## src/rtl/seven_segment_scanner_pkg.sv

```systemverilog
// rtl/seven_segment_scanner_pkg.sv - shared segment patterns and converter state type
package seven_segment_scanner_pkg;

  typedef enum logic [1:0] {
    CONV_IDLE,
    CONV_SHIFT,
    CONV_COMMIT
  } conv_state_t;

  localparam logic [6:0] SEG_DASH  = 7'b1111110;
  localparam logic [6:0] SEG_BLANK = 7'b1111111;
  localparam logic       ANODE_OFF = 1'b1;

  // Active-low {a,b,c,d,e,f,g}; non-decimal nibbles show nothing.
  function automatic logic [6:0] seg_decode(input logic [3:0] nib);
    logic [6:0] seg;
    case (nib)
      4'd0:    seg = 7'b0000001;
      4'd1:    seg = 7'b1001111;
      4'd2:    seg = 7'b0010010;
      4'd3:    seg = 7'b0000110;
      4'd4:    seg = 7'b1001100;
      4'd5:    seg = 7'b0100100;
      4'd6:    seg = 7'b0100000;
      4'd7:    seg = 7'b0001111;
      4'd8:    seg = 7'b0000000;
      4'd9:    seg = 7'b0000100;
      default: seg = SEG_BLANK;
    endcase
    return seg;
  endfunction

endpackage

```

## src/rtl/seven_segment_scanner_bin_to_bcd_seq.sv

```systemverilog
// rtl/seven_segment_scanner_bin_to_bcd_seq.sv - sequential double-dabble converter with one-deep pending load
module bin_to_bcd_seq
  import seven_segment_scanner_pkg::*;
#(
  parameter int BIN_WIDTH  = 14,
  parameter int NUM_DIGITS = 4
) (
  input  logic                    clock,
  input  logic                    reset,
  input  logic                    start,
  input  logic [BIN_WIDTH-1:0]    value,
  output logic                    busy,
  output logic                    done,
  output logic [4*NUM_DIGITS-1:0] bcd,
  output logic                    overflow
);

  localparam int BCD_W = 4 * NUM_DIGITS;
  localparam int CNT_W = $clog2(BIN_WIDTH + 1);
  localparam longint MAX_VAL = longint'(10) ** NUM_DIGITS - 1;
  localparam logic [BIN_WIDTH-1:0] MAX_BIN = BIN_WIDTH'(MAX_VAL);
  localparam logic [CNT_W-1:0] LAST_BIT = CNT_W'(BIN_WIDTH - 1);

  generate
    if ((longint'(1) << BIN_WIDTH) - 1 < MAX_VAL) begin : g_width_check
      $error("BIN_WIDTH cannot hold the largest NUM_DIGITS decimal value");
    end
  endgenerate

  conv_state_t            state, state_d;
  logic [BIN_WIDTH-1:0]   bin_sr;
  logic [BCD_W-1:0]       bcd_sr, bcd_adj;
  logic [CNT_W-1:0]       bit_cnt;
  logic                   ovf_cap;
  logic                   pend;
  logic [BIN_WIDTH-1:0]   pend_val;
  logic                   capture;
  logic [BIN_WIDTH-1:0]   cap_val;

  always_ff @(posedge clock or posedge reset) begin
    if (reset) state <= CONV_IDLE;
    else       state <= state_d;
  end

  // In COMMIT a fresh load beats the pending one, so the last value wins.
  always_comb begin
    state_d = state;
    capture = 1'b0;
    cap_val = value;
    case (state)
      CONV_IDLE: begin
        if (start) begin
          capture = 1'b1;
          state_d = CONV_SHIFT;
        end
      end
      CONV_SHIFT: begin
        if (bit_cnt == LAST_BIT) state_d = CONV_COMMIT;
      end
      CONV_COMMIT: begin
        if (start || pend) begin
          capture = 1'b1;
          cap_val = start ? value : pend_val;
          state_d = CONV_SHIFT;
        end else begin
          state_d = CONV_IDLE;
        end
      end
      default: state_d = CONV_IDLE;
    endcase
  end

  always_comb begin
    bcd_adj = bcd_sr;
    for (int i = 0; i < NUM_DIGITS; i++) begin
      if (bcd_sr[4*i +: 4] >= 4'd5) bcd_adj[4*i +: 4] = bcd_sr[4*i +: 4] + 4'd3;
    end
  end

  always_ff @(posedge clock or posedge reset) begin
    if (reset) begin
      bin_sr   <= '0;
      bcd_sr   <= '0;
      bit_cnt  <= '0;
      ovf_cap  <= 1'b0;
      pend     <= 1'b0;
      pend_val <= '0;
    end else begin
      if (capture) begin
        bin_sr  <= cap_val;
        bcd_sr  <= '0;
        bit_cnt <= '0;
        ovf_cap <= (cap_val > MAX_BIN);
      end else if (state == CONV_SHIFT) begin
        bcd_sr  <= {bcd_adj[BCD_W-2:0], bin_sr[BIN_WIDTH-1]};
        bin_sr  <= {bin_sr[BIN_WIDTH-2:0], 1'b0};
        bit_cnt <= bit_cnt + 1'b1;
      end
      if (capture) begin
        pend <= 1'b0;
      end else if (start && state != CONV_IDLE) begin
        pend     <= 1'b1;
        pend_val <= value;
      end
    end
  end

  assign busy     = (state != CONV_IDLE);
  assign done     = (state == CONV_COMMIT);
  assign bcd      = bcd_sr;
  assign overflow = ovf_cap;

endmodule

```

## src/rtl/seven_segment_scanner.sv

```systemverilog
// rtl/seven_segment_scanner.sv - multiplexed 7-segment driver with BCD conversion, blanking and PWM brightness
module seven_segment_scanner
  import seven_segment_scanner_pkg::*;
#(
  parameter int NUM_DIGITS  = 4,
  parameter int BIN_WIDTH   = 14,
  parameter int SLOT_BITS   = 15,
  parameter int BRIGHT_BITS = 3
) (
  input  logic                   clock,
  input  logic                   reset,
  input  logic [BIN_WIDTH-1:0]   value,
  input  logic                   load,
  input  logic [NUM_DIGITS-1:0]  dp_mask,
  input  logic                   blank_leading,
  input  logic [BRIGHT_BITS-1:0] brightness,
  output logic [NUM_DIGITS-1:0]  anode_signals,
  output logic [6:0]             display_out,
  output logic                   dp_out,
  output logic                   busy,
  output logic                   overflow
);

  localparam int IDX_W = (NUM_DIGITS > 1) ? $clog2(NUM_DIGITS) : 1;
  localparam logic [IDX_W-1:0] LAST_IDX = IDX_W'(NUM_DIGITS - 1);

  logic                    conv_done;
  logic [4*NUM_DIGITS-1:0] conv_bcd;
  logic                    conv_ovf;
  logic [4*NUM_DIGITS-1:0] digits;

  bin_to_bcd_seq #(
    .BIN_WIDTH (BIN_WIDTH),
    .NUM_DIGITS(NUM_DIGITS)
  ) u_conv (
    .clock   (clock),
    .reset   (reset),
    .start   (load),
    .value   (value),
    .busy    (busy),
    .done    (conv_done),
    .bcd     (conv_bcd),
    .overflow(conv_ovf)
  );

  // Digits and overflow change together so the display never shows a half-updated value.
  always_ff @(posedge clock or posedge reset) begin
    if (reset) begin
      digits   <= '0;
      overflow <= 1'b0;
    end else if (conv_done) begin
      digits   <= conv_bcd;
      overflow <= conv_ovf;
    end
  end

  logic [SLOT_BITS-1:0] slot_counter;
  logic [IDX_W-1:0]     digit_index;

  always_ff @(posedge clock or posedge reset) begin
    if (reset) begin
      slot_counter <= '0;
      digit_index  <= '0;
    end else begin
      slot_counter <= slot_counter + 1'b1;
      if (&slot_counter) digit_index <= (digit_index == LAST_IDX) ? '0 : digit_index + 1'b1;
    end
  end

  // Brightness compares against the top slot bits; short counters are zero-padded.
  logic [BRIGHT_BITS-1:0] slot_level;
  generate
    if (SLOT_BITS >= BRIGHT_BITS) begin : g_level_slice
      assign slot_level = slot_counter[SLOT_BITS-1 -: BRIGHT_BITS];
    end else begin : g_level_pad
      assign slot_level = {slot_counter, {(BRIGHT_BITS - SLOT_BITS){1'b0}}};
    end
  endgenerate

  logic [3:0]            cur_nib;
  logic                  cur_dp;
  logic                  cur_lead_zero;
  logic                  all_zero;
  logic [6:0]            seg_next;
  logic [NUM_DIGITS-1:0] anode_next;

  always_comb begin
    cur_nib       = 4'd0;
    cur_dp        = 1'b0;
    cur_lead_zero = 1'b0;
    all_zero      = 1'b1;
    for (int i = NUM_DIGITS - 1; i >= 0; i--) begin
      all_zero = all_zero & (digits[4*i +: 4] == 4'd0);
      if (IDX_W'(i) == digit_index) begin
        cur_nib       = digits[4*i +: 4];
        cur_dp        = dp_mask[i];
        cur_lead_zero = all_zero;
      end
    end

    if (overflow)
      seg_next = SEG_DASH;
    else if (blank_leading && digit_index != '0 && cur_lead_zero)
      seg_next = SEG_BLANK;
    else
      seg_next = seg_decode(cur_nib);

    if (slot_level <= brightness)
      anode_next = ~(NUM_DIGITS'(1) << digit_index);
    else
      anode_next = {NUM_DIGITS{ANODE_OFF}};
  end

  always_ff @(posedge clock or posedge reset) begin
    if (reset) begin
      anode_signals <= {NUM_DIGITS{ANODE_OFF}};
      display_out   <= SEG_BLANK;
      dp_out        <= 1'b1;
    end else begin
      anode_signals <= anode_next;
      display_out   <= seg_next;
      dp_out        <= ~cur_dp;
    end
  end

endmodule
```

## config.mk

```make
export PLATFORM = sky130hd
export DESIGN_NAME = seven_segment_scanner
export DESIGN_NICKNAME = d
export VERILOG_FILES = /design/src/rtl/seven_segment_scanner_pkg.sv /design/src/rtl/seven_segment_scanner_bin_to_bcd_seq.sv /design/src/rtl/seven_segment_scanner.sv
export SDC_FILE = /design/constraint.sdc
export NUM_CORES = 1
export LEC_CHECK = 0
export ABC_AREA = 1
export CAP_MARGIN = 20
export CORE_ASPECT_RATIO = 0.8
export CORE_MARGIN = 2
export CORE_UTILIZATION = 60
export DETAILED_ROUTE_END_ITERATION = 10
export DONT_BUFFER_PORTS = 1
export GPL_ROUTABILITY_DRIVEN = 0
export HOLD_SLACK_MARGIN = 0.02
export PLACE_DENSITY = 0.85
export SKIP_LAST_GASP = 1
export SYNTH_ARGS = -nofsm -noshare
export SYNTH_HDL_FRONTEND = slang
export SYNTH_SLANG_ARGS = --single-unit
export TNS_END_PERCENT = 100
```

## constraint.sdc

```tcl
create_clock -name clock -period 4 [get_ports clock]
set_clock_uncertainty 0.05 [all_clocks]
set_input_delay 0.6 -clock clock [delete_from_list [all_inputs] [get_ports clock]]
set_output_delay 0.6 -clock clock [all_outputs]
set_load 0.02 [all_outputs]
```

Word level (Yosys, flattened, before mapping). Memories as Yosys holds them, arrays and structs flattened. Index checks and enable logic that the tools add are counted.

Bits in registers: 98. Bits in latches: 0. Memory bits (writable): 0. Memory bits (read-only): 112. Input port bits: 25. Output and inout port bits: 14. Memories kept: 1.

Add/subtract/negate cells: 7. Multiply operators: 0. Divide/modulo/power cells: 0. Order comparisons: 6. Eq/ne operators: 9. Shift-type cells: 1. Mux-type cells: 38. Bitwise logic cells: 6. Reduce and logical (&&, ||, !) cells: 17.

Memory list: (name not given) (depth 16, bits a word 7, rd ports 1, clocked after memory_dff 0, write ports 0, RTL line seven_segment_scanner_pkg.sv:17) `case (nib)`.

Operators with widths (number): $mux W14 (5); $mux W4 (10); $mux W16 (2); $ge A4 B3 Y1 const B (4); $logic_not A4 Y1 (4); $add A15 B1 Y15 const B (1); $reduce_and A15 Y1 (1); $gt A14 B14 Y1 const B (1); $mux W7 (2); $mux W1 (13); $add A4 B2 Y4 const B (3); $reduce_bool A2 Y1 (4); $mux W2 (3); $pmux W2 S3 (1); $add A4 B1 Y4 const B (1); $eq A2 B2 Y1 const A (2); $eq A2 B2 Y1 const B (2); $eq A4 B4 Y1 const B (1); $logic_not A2 Y1 (2); $not A4 Y4 (1); $reduce_and A2 Y1 (2); $shl A1 B2 Y4 const A (1); $add A3 B2 Y3 const B (1); $and A1 B1 Y1 (3); 11 further kinds (14).

Depth between registers and ports, before layout.
Depth in word-level cells: 8. Mapped depth: 14.

By module. A second synthesis with hierarchy kept.

Cell total of the unflattened synthesis: 558. Area total of the unflattened synthesis: 5049.8 um^2.

Modules (own cells, without submodules): bin_to_bcd_seq (times used 1, cells each 302, area each 2698.8 um^2); seven_segment_scanner (times used 1, cells each 256, area each 2351.0 um^2).

Worst setup path before layout. Ideal clock, no wire load.

Kind: register to register. From: reg digit_index[0]. To: reg display_out[3]. Setup time: 95 ps. Arrival time: 1810 ps. Data required time: 3855 ps. Path slack: 2045 ps. Cell stages (with the launch flop): 13. Buffers on the path: 0. Period minus slack after synthesis: 1955 ps. Cell sequence: dfrtp_1 > inv_1 > ha_1 > inv_1 > nand2_1 > o21ai_0 > o22ai_1 > inv_1 > ha_1 > inv_1 > nand3_1 > nand3_1 > nand4_1.

Longest elaborated chain between the ends: 8. Elaborated cells between the ends (all ways): 18.

RTL lines: start: declaration (RTL line seven_segment_scanner.sv:58) `logic [IDX_W-1:0] digit_index;`; start signal: assignment (RTL line seven_segment_scanner.sv:66) `if (&slot_counter) digit_index <= (digit_index == LAST_IDX) ? '0 : digit_index + 1'b1;`; $eq A2 B2 Y1 (RTL line seven_segment_scanner.sv:94) `if (IDX_W'(i) == digit_index) begin`; $mux W4 / $mux W1 (equally long branches) (4 in series) (RTL line seven_segment_scanner.sv:94); $mem_v2 Z16 W7 / $logic_and A1 B1 Y1 (equally long branches); $mux W7 (*) (RTL line seven_segment_scanner.sv:103) `else if (blank_leading && digit_index != '0 && cur_lead_zero)`; $mux W7 (*) (RTL line seven_segment_scanner.sv:101) `if (overflow)`; via seg_next[3] (RTL line seven_segment_scanner.sv:84) `logic [6:0] seg_next;`; end signal: assignment (RTL line seven_segment_scanner.sv:121) `display_out <= seg_next;`; end: declaration (RTL line seven_segment_scanner.sv:18) `output logic [6:0] display_out,`.

Mark *: on every way through the listed nets, which the timed path passes. The rest lies on a longest branch. A chain may end at the register's enable or synchronous reset.

Worst setup path in the final report.
From: reg u_conv.state[0]. To: reg u_conv.bcd_sr[6] (netlist: u_conv.bcd[6]).

Longest elaborated chain between the ends: 3. Elaborated cells between the ends (all ways): 6.

RTL lines: start: declaration (RTL line seven_segment_scanner_bin_to_bcd_seq.sv:30) `conv_state_t state, state_d;`; start signal: assignment (RTL line seven_segment_scanner_bin_to_bcd_seq.sv:42) `else state <= state_d;`; $eq A2 B2 Y1 / $logic_not A2 Y1 (equally long branches) (RTL line seven_segment_scanner_bin_to_bcd_seq.sv:50) `case (state)`; $pmux W1 S2 (RTL line seven_segment_scanner_bin_to_bcd_seq.sv:50); $mux W16 / $reduce_bool A2 Y1 (equally long branches); end signal: assignment (RTL line seven_segment_scanner_bin_to_bcd_seq.sv:95) `bcd_sr <= {bcd_adj[BCD_W-2:0], bin_sr[BIN_WIDTH-1]};`; end: declaration (RTL line seven_segment_scanner_bin_to_bcd_seq.sv:32) `logic [BCD_W-1:0] bcd_sr, bcd_adj;`.

Parallel ways exist; a longest one is shown, timed or not.

==> metrics.txt <==
# TYPE chip_impl_metric gauge
chip_impl_info{name="outcome",value="finished clean"} 1
chip_impl_metric{name="cts.clk_slew.worst_paths",unit="ns"} 0.10
chip_impl_info{name="yosys-top-cells-count",value="nand2_1 (125), dfrtp_1 (86), inv_1 (65), o21ai_0 (53), nor2_1 (37)"} 1
chip_impl_metric{name="die_h",unit="µm"} 84.0
chip_impl_metric{name="wl_per_cell",unit="µm"} 13.8
chip_impl_metric{name="synthesis.nets",unit=""} 597
chip_impl_info{name="critPathLaunch",value="u_conv.state[0]"} 1
chip_impl_metric{name="critical-path-max-stage-delay",unit="ns"} 0.55
chip_impl_metric{name="drt_pre_antenna_iters",unit=""} 5
chip_impl_metric{name="effective_utilization_at_floorplan",unit="%"} 61.3
chip_impl_info{name="path_delay_family",value="simple AND/OR/NAND/NOR gates"} 1
chip_impl_metric{name="maxClockFrequency",unit="GHz"} 0.406
chip_impl_metric{name="antenna_found_initial",unit=""} 0
chip_impl_metric{name="setup_violations",unit=""} 0
chip_impl_info{name="critical_path.endpoint_type",value="flop"} 1
chip_impl_metric{name="worst_reg_to_reg_path_cell_count",unit=""} 6
chip_impl_metric{name="reg2reg_setup_slack",unit="ns"} 1.54
chip_impl_metric{name="number_of_different_library_cells_in_the_post_synthesis_netlist",unit=""} 33
chip_impl_metric{name="numCtsBuffers",unit=""} 9
chip_impl_info{name="start_kind",value="flop"} 1
chip_impl_metric{name="p_leak",unit="nW"} 2.47
chip_impl_metric{name="report.final.slew_viol_count",unit=""} 0
chip_impl_metric{name="path_depth",unit=""} 6
chip_impl_metric{name="detail-route-antenna-nets",unit=""} 0
chip_impl_info{name="timing.critical_path.cells",value="inv_1 > nor2_2 > inv_2 > nand2_1 > buf_4 > o21ai_0"} 1
chip_impl_metric{name="synthesis.area_per_instance",unit="µm²"} 8.74
chip_impl_metric{name="tns",unit="ns"} 0
chip_impl_metric{name="tcrit_tclk_final",unit="%"} 61.6
chip_impl_metric{name="maximum_fanout_count_along_the_critical_path",unit=""} 19
chip_impl_metric{name="placeableCoreArea",unit="mm²"} 0.00784
chip_impl_info{name="clockRootBuffer",value="clkbuf_8"} 1
chip_impl_metric{name="clkLatencyLatePin",unit="ns"} 0.36
chip_impl_info{name="r2r-start",value="u_conv.state[0]"} 1
chip_impl_metric{name="synth_edf_count",unit=""} 0
chip_impl_metric{name="synthToLayoutAreaGrowth",unit="%"} 6.15
chip_impl_metric{name="finalHoldWorstSlack",unit="ns"} 0.163
chip_impl_metric{name="grt_pass1_vias",unit=""} 3656
chip_impl_metric{name="hold_viol_final",unit=""} 0
chip_impl_metric{name="worst_slew_pin_slew",unit="ns"} 0.925
chip_impl_metric{name="cp.required",unit="ns"} 4.18
chip_impl_metric{name="layout_setup_ws",unit="ns"} 1.54
chip_impl_info{name="rsz0062_at_grt",value="no"} 1
chip_impl_metric{name="dr_total_vias",unit=""} 3621
chip_impl_metric{name="cts.hold.buffers_added",unit=""} 0
chip_impl_metric{name="clk_path_buf_depth",unit=""} 2
chip_impl_metric{name="postCtsSetupBuffers",unit=""} 0
chip_impl_metric{name="buffer_ports.inserted",unit=""} 0
chip_impl_metric{name="synth.yosys.warnings",unit=""} 0
chip_impl_info{name="yosysMostFrequentCell",value="nand2_1"} 1
chip_impl_metric{name="netlist_area",unit="mm²"} 0.00480
chip_impl_info{name="ws_path_type",value="reg -> reg"} 1
chip_impl_info{name="crit_reg_reg_endpoint",value="u_conv.bcd[6]"} 1
chip_impl_metric{name="antenna_cells",unit=""} 0
chip_impl_metric{name="route.final.wire_length",unit="µm"} 9120
chip_impl_metric{name="cts.htree.levels",unit=""} 3
chip_impl_metric{name="timing.slew.headroom",unit="%"} 38.2
chip_impl_info{name="synth-main-ff-cell",value="dfrtp_1"} 1
chip_impl_metric{name="fraction_of_registers_with_async_set_reset",unit="%"} 100
chip_impl_metric{name="detail_routed_via_count_per_cell",unit=""} 5.46
chip_impl_metric{name="route.detailed.drc",unit=""} 0
chip_impl_info{name="cpMaxStageDelayCell",value="nor2_2"} 1
chip_impl_info{name="setup.worst_path.end",value="u_conv.bcd[6]"} 1
chip_impl_metric{name="critical_path.n_buffers_inverters",unit=""} 3
chip_impl_metric{name="period_needed",unit="ns"} 2.46
chip_impl_info{name="worstHoldPathType",value="in -> async"} 1
chip_impl_metric{name="drv.max_cap_violation_count",unit=""} 0
chip_impl_metric{name="power_per_cell_area",unit="mW/mm²"} 684
chip_impl_metric{name="number_of_instances_in_the_synthesized_netlist",unit=""} 549
chip_impl_info{name="tritoncts",value="yes"} 1
chip_impl_metric{name="synth-seq-area-share",unit="%"} 51.4
chip_impl_metric{name="net_count_reported_at_finish",unit=""} 598
chip_impl_metric{name="synth-seq-cells",unit=""} 98
chip_impl_metric{name="post_route_cells_drive_above_1_share",unit="%"} 9.55
chip_impl_metric{name="first_pass_grt_wire_length",unit="µm"} 15900
chip_impl_metric{name="globalRoute.totalOverflow",unit=""} 0
chip_impl_metric{name="cp_arrival",unit="ns"} 2.64
chip_impl_metric{name="grt_start_max_net_pins",unit=""} 46
chip_impl_metric{name="grt_util_all_layers",unit="%"} 22.5
chip_impl_metric{name="hpwlAfterDp",unit="µm"} 6570
chip_impl_metric{name="synth_top_area_share",unit="%"} 44.8
chip_impl_metric{name="dp_slack",unit="ns"} 1.60
chip_impl_metric{name="row_count",unit=""} 29
chip_impl_info{name="synth_top_cell_by_area",value="dfrtp_1"} 1
chip_impl_metric{name="detailedRoute.firstIterationViolations",unit=""} 179
chip_impl_info{name="leading_post_synthesis_cells_by_cell_area",value="dfrtp_1 (45%), nand2_1 (9.8%), dfstp_2 (6.6%), ha_1 (6.0%), o21ai_0 (5.5%)"} 1
chip_impl_metric{name="die-area",unit="mm²"} 0.00874
chip_impl_metric{name="floorplan.die.width",unit="µm"} 104
chip_impl_metric{name="cts.repair.resized",unit=""} 0
chip_impl_metric{name="num_clock_sinks",unit=""} 98
chip_impl_metric{name="num_io_pins",unit=""} 39
chip_impl_metric{name="vdd_ir_drop_max",unit="mV"} 0.296
## layout make-up
class,count,area (µm²)
timing repair buffer,3,22.5
inverter,69,260
fill,626,2740
clock buffer,11,131
clock inverter,5,62.6
tap,108,135
sequential,98,2470
multi-input combinational,369,2020
## cell families (layout without fill, tap and decap cells)
family	after synthesis	after routing	synth area share (%)
compound gates	103	103	12.1
xor+xnor	18	18	3.28
fa+ha+maj	23	23	5.99
buf+inv	82	88	6.59
flops	98	98	51.4
mux	5	5	1.17
simple gates	220	220	19.5
## cells in the final DEF, fill, tap and decap left out, drive strengths merged
| cell type | instances |
|---|---|
| xnor2 | 5 |
| dfrtp | 86 |
| a22oi | 1 |
| nor3b | 1 |
| xor2 | 13 |
| inv | 69 |
| nand2 | 126 |
| o21ai | 61 |
| buf | 3 |
| o22ai | 8 |
| o211ai | 3 |
| o221ai | 6 |
| mux2 | 5 |
| clkinvlp | 2 |
| a21oi | 21 |
| ha | 23 |
| or2 | 7 |
| o21bai | 1 |
| nor3 | 2 |
| clkbuf | 11 |
| nor2 | 40 |
| a31oi | 1 |
| o311ai | 1 |
| bufinv | 1 |
| dfstp | 12 |
| nand3b | 1 |
| nand4 | 10 |
| nand3 | 33 |
| clkinv | 2 |
## sequential cells by signal, indices dropped and copies added, names as in the netlist
signal           count
digits              16
u_conv.overflow      1
dp_out               1
display_out          7
digit_index          2
u_conv.bit_cnt       4
u_conv.bcd          16
u_conv.state         2
overflow             1
u_conv.pend          1
u_conv.bin_sr       14
u_conv.pend_val     14
anode_signals        4
slot_counter        15
## routing by layer
| metal | routed length, µm | part of all wire (%) | track usage [%] |
|---|---|---|---|
| met1 | 4220 | 46 | 28.9 |
| met2 | 4380 | 48 | 37.4 |
| met3 | 404 | 4.4 | 6.01 |
| met4 | 124 | 1.4 | 7.25 |
| met5 | 0 | 0 | 0 |
## metrics by stage
step	util (%)	total power, mW	instances	area (µm²)
floorplan	-	2.56	549	4800
global placement	62.5	2.76	647	4900
detailed placement	62.5	2.86	647	4900
CTS	65.0	3.49	663	5100
global route	65.0	3.77	663	5100
finish	65.0	3.49	663	5100
## how the worst min path moves through the flow
| stage | start | to | slack [ns] | cells after the start |
|---|---|---|---|---|
| 2_1_floorplan | slot_counter[0] | slot_counter[0] | 0.37 | 1 |
| 3_3_place_gp | slot_counter[0] | slot_counter[0] | 0.39 | 1 |
| 3_5_place_dp | slot_counter[0] | slot_counter[0] | 0.39 | 1 |
| 4_1_cts | reset | slot_counter[12] | 0.17 | 1 |
| 5_1_grt | reset | slot_counter[12] | 0.20 | 1 |
| 6_report | reset | digits[9] | 0.16 | 1 |
## where the power goes
part,switching (mW),internal [mW],total (mW),leakage [nW]
sequential,0.254,1.37,1.62,1.19
combinational,0.782,0.456,1.24,1.19
clock,0.333,0.293,0.626,0.0901
## worst register-to-register path, stage by stage, from the launching register on
cell and delay [ns]:
dfrtp_1 0.41, inv_1 0.12, nor2_2 0.55, inv_2 0.32
nand2_1 0.43, buf_4 0.32, o21ai_0 0.13
Power figures use the tool's default switching activity.
